## config.mk

```make
export PLATFORM = sky130hd
export DESIGN_NAME = mesm6_alu_seq
export DESIGN_NICKNAME = d
export VERILOG_FILES = /design/src/rtl/mesm6_alu_seq.sv
export SDC_FILE = /design/constraint.sdc
export NUM_CORES = 1
export LEC_CHECK = 0
export BUFFER_PORTS_ARGS = -buffer_cell sky130_fd_sc_hd__buf_4
export CAP_MARGIN = 20
export CORE_AREA = 2 2 139 141
export CTS_BUF_LIST = sky130_fd_sc_hd__clkbuf_8
export DETAILED_ROUTE_END_ITERATION = 8
export DIE_AREA = 0 0 141 143
export PLACE_DENSITY_LB_ADDON = 0.2
export SYNTH_ARGS = -nofsm -noshare
export SYNTH_HDL_FRONTEND = slang
export SYNTH_SLANG_ARGS = --single-unit
```

## constraint.sdc

```tcl
create_clock -name clk -period 5 [get_ports clk]
set_input_delay 0.5 -clock clk [delete_from_list [all_inputs] [get_ports clk]]
set_output_delay 0.5 -clock clk [all_outputs]
set_load 0.03 [all_outputs]
```

## src/rtl/mesm6_alu_seq.sv

```systemverilog
// Sequences one accumulator operation at a time through a registered multi-cycle ALU.
// Response arrives N+2 cycles after accept, or TIMEOUT+1 cycles with rsp_err; req_ready is high only in IDLE.
`ifndef ALU_OP_WIDTH
`define ALU_OP_WIDTH 6
`endif
`ifndef ALU_NOP
`define ALU_NOP 6'd0
`endif
`ifndef ALU_AND
`define ALU_AND 6'd3
`endif
`ifndef ALU_ADD_CARRY_AROUND
`define ALU_ADD_CARRY_AROUND 6'd12
`endif

module mesm6_alu_seq #(
  parameter int unsigned TIMEOUT = 15
) (
  input  logic                     clk,
  input  logic                     reset,
  input  logic                     req_valid,
  output logic                     req_ready,
  input  logic [`ALU_OP_WIDTH-1:0] req_op,
  input  logic [47:0]              req_operand,
  input  logic                     req_wy,
  output logic [`ALU_OP_WIDTH-1:0] alu_op,
  output logic                     alu_wy,
  output logic [47:0]              alu_a,
  output logic [47:0]              alu_b,
  input  logic [47:0]              alu_result,
  input  logic [47:0]              alu_y,
  input  logic                     alu_done,
  output logic [47:0]              acc,
  output logic [47:0]              yreg,
  output logic                     rsp_valid,
  output logic                     rsp_err
);

  typedef enum logic [1:0] {IDLE, ISSUE, RELEASE, SHORT} state_t;

  localparam logic [3:0] TMO_LAST = 4'(TIMEOUT - 1);

  state_t                   state, state_nxt;
  logic [`ALU_OP_WIDTH-1:0] op_q;
  logic [3:0]               timer;
  logic                     err_q;
  logic                     wy_q;
  logic                     accept;
  logic                     req_is_nop;
  logic                     timeout_hit;

  assign accept      = req_valid & req_ready;
  assign req_is_nop  = (req_op == `ALU_NOP);
  assign timeout_hit = (timer == TMO_LAST);
  assign alu_a       = acc;

  always_ff @(posedge clk or posedge reset) begin
    if (reset) state <= IDLE;
    else       state <= state_nxt;
  end

  always_comb begin
    state_nxt = state;
    case (state)
      IDLE:    if (accept) state_nxt = req_is_nop ? SHORT : ISSUE;
      ISSUE:   if (alu_done || timeout_hit) state_nxt = RELEASE;
      RELEASE: state_nxt = IDLE;
      SHORT:   state_nxt = IDLE;
      default: state_nxt = IDLE;
    endcase
  end

  // Outputs depend on registered state only, so no request or ALU input reaches them combinationally.
  always_comb begin
    req_ready = (state == IDLE);
    alu_op    = (state == ISSUE) ? op_q : `ALU_NOP;
    alu_wy    = (state == SHORT) & wy_q;
    rsp_valid = (state == RELEASE) | (state == SHORT);
    rsp_err   = (state == RELEASE) & err_q;
  end

  always_ff @(posedge clk or posedge reset) begin
    if (reset) begin
      op_q  <= `ALU_NOP;
      alu_b <= '0;
      acc   <= '0;
      yreg  <= '0;
      timer <= '0;
      err_q <= 1'b0;
      wy_q  <= 1'b0;
    end else begin
      if (accept) begin
        timer <= '0;
        err_q <= 1'b0;
        wy_q  <= req_is_nop & req_wy;
        if (!req_is_nop) begin
          op_q  <= req_op;
          alu_b <= req_operand;
        end else if (!req_wy) begin
          acc <= req_operand;
        end
      end
      if (state == ISSUE) begin
        timer <= timer + 4'd1;
        if (alu_done) begin
          acc  <= alu_result;
          yreg <= alu_y;
        end else if (timeout_hit) begin
          err_q <= 1'b1;
        end
      end
      if (state == SHORT && wy_q) yreg <= acc;
    end
  end

endmodule

```

== After elaboration in Yosys (flattened, before gate mapping) ==
Cells that the tools add are included.
Word-level totals
  register bits after elaboration: 158
  output and inout port bits: 202
  word-level logic and storage cells: 51
Operators by class
  $add $sub $neg: 1
  equality and inequality tests: 6
  mux-type cells: 19
  bitwise logic cells: 6
  reductions and logical operators: 11
Operators with widths (number)
  $mux W48: 8
  $mux W4: 2
  $logic_not A6 Y1: 1
  $mux W2: 3
  $mux W6: 1
  $pmux W2 S3: 1
  $reduce_and A2 Y1: 3
  $reduce_bool A2 Y1: 3
  $add A4 B1 Y4 const B: 1
  $and A1 B1 Y1: 4
  $eq A2 B2 Y1 const B: 2
  $eq A4 B4 Y1 const B: 1
  $mux W1: 4
  $eq A2 B1 Y1 const B: 1
  $logic_not A2 Y1: 1
  $ne A2 B1 Y1 const B: 1
  $ne A2 B2 Y1 const B: 1
  $reduce_or A2 Y1: 1
  $logic_and A1 B1 Y1: 1
  $logic_or A1 B1 Y1: 1
  $not A1 Y1: 1
  $or A1 B1 Y1: 1

== Depth between registers and ports, before layout ==
  depth after elaboration: 6
  mapped depth: 7

== Worst setup path after synthesis ==
Ideal clock, no wire load.
  path type: in2reg
  from: in req_valid
  to: reg alu_b[0]
  library setup time: 0.125 ns
  arrival: 1.781 ns
  required time: 4.875 ns
  setup slack: 3.094 ns
  stages on the path: 5
  path buffers: 2
  cell sequence: or3b_1 > buf_2 > a21oi_4 > buf_4 > mux2_2
Between the ends
  cells in the longest elaborated chain, start to end: 2
RTL lines
  start, declared: RTL line 21  | input logic req_valid,
  $and A1 B1 Y1: RTL line 52  | assign accept = req_valid & req_ready;
  $reduce_and A2 Y1 (no line)
  end signal, assigned: RTL line 98  | alu_b <= req_operand;
  end, declared: RTL line 29  | output logic [47:0] alu_b,
No other way between the ends.
A chain may end at the register's enable or synchronous reset.

== Worst setup path after layout ==
  from: reg state[0]
  to: reg alu_b[12]
Between the ends
  cells in the longest elaborated chain, start to end: 3
RTL lines
  start, declared: RTL line 43  | state_t state, state_nxt;
  start signal, assigned: RTL line 59  | else state <= state_nxt;
  $logic_not A2 Y1: RTL line 75  | req_ready = (state == IDLE);
  $and A1 B1 Y1: RTL line 52
  $reduce_and A2 Y1 (no line)
No other way between the ends.

==> impl_metrics.yaml <==
synth:
  synth_edf_count: 0
  yosys_most_used_dff: "dfrtp_1"
  syn_avg_cell_area_sq_um: 12.8
  synth_nets: 735
  yosysWarnings: 0
  synth_compound_gate_area_share: 0.0409
  syn-cell-area_sq_mm: 0.00740
  synth_top_family_by_area: "multiplexers"
  synth_area_leaders: "dfrtp_1, mux2_2, mux2i_1, buf_4, o21ai_0"
  synth_area_leader_cell: "dfrtp_1"
  yosysTopAreaCellShare: 0.535
  syn-instance-count: 578
  synth_cell_types: 28
  muxShareOfSynthArea: 0.295
  synthSimpleGateAreaFrac: 0.0491
  ys_seq_area_frac: 0.535
  ys_ff_latch: 158
  synth-xor-area-share: 0
  synthAdderAreaFrac: 0.00338
  ys_async_sr_fraction: 1.00
setup_path:
  start_kind: "flop"
  ff2ff_setup_slack_ns: 2.12
  path_class: "reg -> reg"
  required_ns: 5.33
  arrival_ns: 3.21
  slowest_stage: "a21oi_4"
  critical-path-max-stage-delay_ns: 0.77
  crit_fanout: 30
  end_kind: "flop"
  worst_r2r_path_depth: 4
  crit_family: "compound AO/OA/AOI/OAI gates"
  cp.buffers_inverters: 1
  reg2reg_from: "state[0]$_DFFE_PP0P_"
  path_cells: "or3b_1, a21oi_4, buf_4, mux2_2"
  r2r-end: "alu_b[12]$_DFFE_PP0P_"
final_layout:
  drive_gt1_frac: 0.611
  finalNetCount: 1034
  fin_area_sq_mm: 0.0103
  insertedDiodeCount: 0
  syn2layout_area_growth_pct: 38.7
  fin_util: 0.552
place:
  gp_congestion: 0.805
  io_buffer_count: 356
  dp_slack_ns: 2.01
  dpl.hpwl_microns: 14800
  place_area_sq_mm: 0.00986
clock_tree:
  post_cts_resize_count: 0
  cts.sinks: 158
  cts_buffer_depth: 2
  cts-root-buf: "clkbuf_8"
  cts_setup_buffers: 0
  clkLatencyLatePin_ns: 0.45
  postCtsHoldBufs: 0
  numCtsBuffers: 17
  tritoncts: "done"
  clk_pin_slew_worst_paths_ns: 0.08
  htreeDepth: 4
route:
  drcViolationCount: 0
  drt_iter0_drc: 132
  vias_per_cell: 4.78
  drt-wirelength-per-cell_microns: 18.0
  wl_microns: 20200
  dr.pass1.iters: 4
  routed-via-count: 5375
  ant_nets: 0
floorplanning:
  die_area_sq_mm: 0.0202
  num_io_pins: 357
  rows: 50
  start_util: 0.398
  core_area_sq_mm: 0.0186
  fp.dieH_microns: 143
  die_w_microns: 141
timing:
  setup-tns-final_ns: 0
  fin_crit_ns: 2.88
  rsz0062_at_grt: "no"
  finClkSkew_ns: 0.0122
  timing.final.ws_setup_ns: 2.12
  worst_pin_slew_ns: 0.942
  setup_viol: 0
  timing.slew.headroom: 0.371
  fin_crit_sh: 0.577
  finalMaxSlewViolations: 0
  finalHoldViolations: 0
  fmaxAchievable_mhz: 347
grt:
  grt_start_max_net_pins: 88
  grtUsageTotal: 0.197
  antenna_found_initial: 0
  grt_pass1_vias: 5325
  grt_pass1_wl_microns: 30400
  overflow: 0
hold_path:
  hold_path.class: "in -> async"
power:
  ir_drop_v: 0.000395
  power_density_mw_per_mm2: 724
  p_leak_nw: 5.05
job:
  maxCapViolCount: 0
outcome:
  outcome: "complete, no violations"
-- through the flow --
stage	hold slack, ns	total power [mW]	instances
after CTS	0.215	7.52	1124
after global placement	0.472	6.48	1092
after global routing	0.237	7.82	1124
after detailed placement	0.469	6.53	1092
final	0.193	7.43	1124
after floorplan	0.437	5.12	578
-- power by group --
group	total (mW)	leakage [nW]	internal, mW	switching [mW]
Clock	0.969	0.220	0.499	0.470
Combinational	4.09	2.97	1.70	2.39
Sequential	2.37	1.85	1.89	0.480
-- layout by cell type (no fill, tap or decap) --
master,instances
clkinv_2,5
nand3b_1,2
clkinv_4,3
ha_1,2
a21oi_1,1
nand2b_1,1
clkbuf_8,18
nor4b_1,1
inv_1,4
and3_2,1
nor2_1,4
mux2_1,3
o31ai_1,1
and3_1,1
nand3_2,1
a21oi_4,1
dfrtp_1,158
bufinv_16,3
nor2b_1,1
mux2i_1,49
nand4b_1,1
and2_1,6
nand4_1,1
a22o_1,1
mux2_2,147
nand3_1,4
or3b_1,1
o21ai_0,53
nor4_4,1
inv_6,1
buf_4,363
nand2_1,51
-- cell usage after synthesis, types with 2 or more instances --
cell and n:
and2_1 6, and3_1 2, buf_2 11, buf_4 54
buf_6 5, clkbuf_1 13, dfrtp_1 158, ha_1 2
inv_1 2, mux2_1 3, mux2_2 147, mux2i_1 49
nand2_1 51, nand3_1 5, nand3b_1 2, nor2_1 4
o21ai_0 53
-- worst max path at each step --
| stage | from | end | slack [ns] | cells after the start |
|---|---|---|---|---|
| finish | state[0]$_DFFE_PP0P_ | alu_b[12]$_DFFE_PP0P_ | 2.12 | 4 |
| global route | state[0]$_DFFE_PP0P_ | alu_b[12]$_DFFE_PP0P_ | 1.95 | 4 |
| CTS | state[0]$_DFFE_PP0P_ | alu_b[12]$_DFFE_PP0P_ | 2.03 | 4 |
| detailed placement | req_valid | alu_b[12]$_DFFE_PP0P_ | 2.01 | 5 |
| global placement | req_valid | op_q[1]$_DFFE_PP0P_ | 2.03 | 5 |
| floorplan | reset | acc[0]$_DFF_PP0_ | 0.24 | 1 |
-- layout make-up --
type / instances / area [sq um]
Fill cell: 1651 / 8320
Sequential cell: 158 / 3950
Multi-Input combinational cell: 335 / 2880
Timing Repair Buffer: 363 / 2730
Tap cell: 234 / 293
Clock buffer: 18 / 248
Clock inverter: 14 / 153
Inverter: 2 / 12.5
-- kinds of logic after synthesis --
family                   after synthesis
buffers and inverters                 85
adder cells (fa/ha/maj)                2
flip-flops                           158
AND/OR/NAND/NOR                       77
multiplexers                         199
AO/OA/AOI/OAI                         57
-- registers in the layout, summed over array words and instances, names as in the netlist --
register / count
timer: 4
state: 2
acc: 48
op_q: 6
yreg: 48
wy_q: 1
err_q: 1
alu_b: 48
-- layer usage --
layer | wire [microns] | global-route usage | vias to the layer above
li1 | - | - | 2564
met1 | 8320 | 0.242 | 2596
met2 | 10300 | 0.343 | 197
met3 | 1260 | 0.0560 | 18
met4 | 283 | 0.0537 | 0
met5 | 0 | 0 | -
No activity file was read; power rests on OpenSTA's default activity.
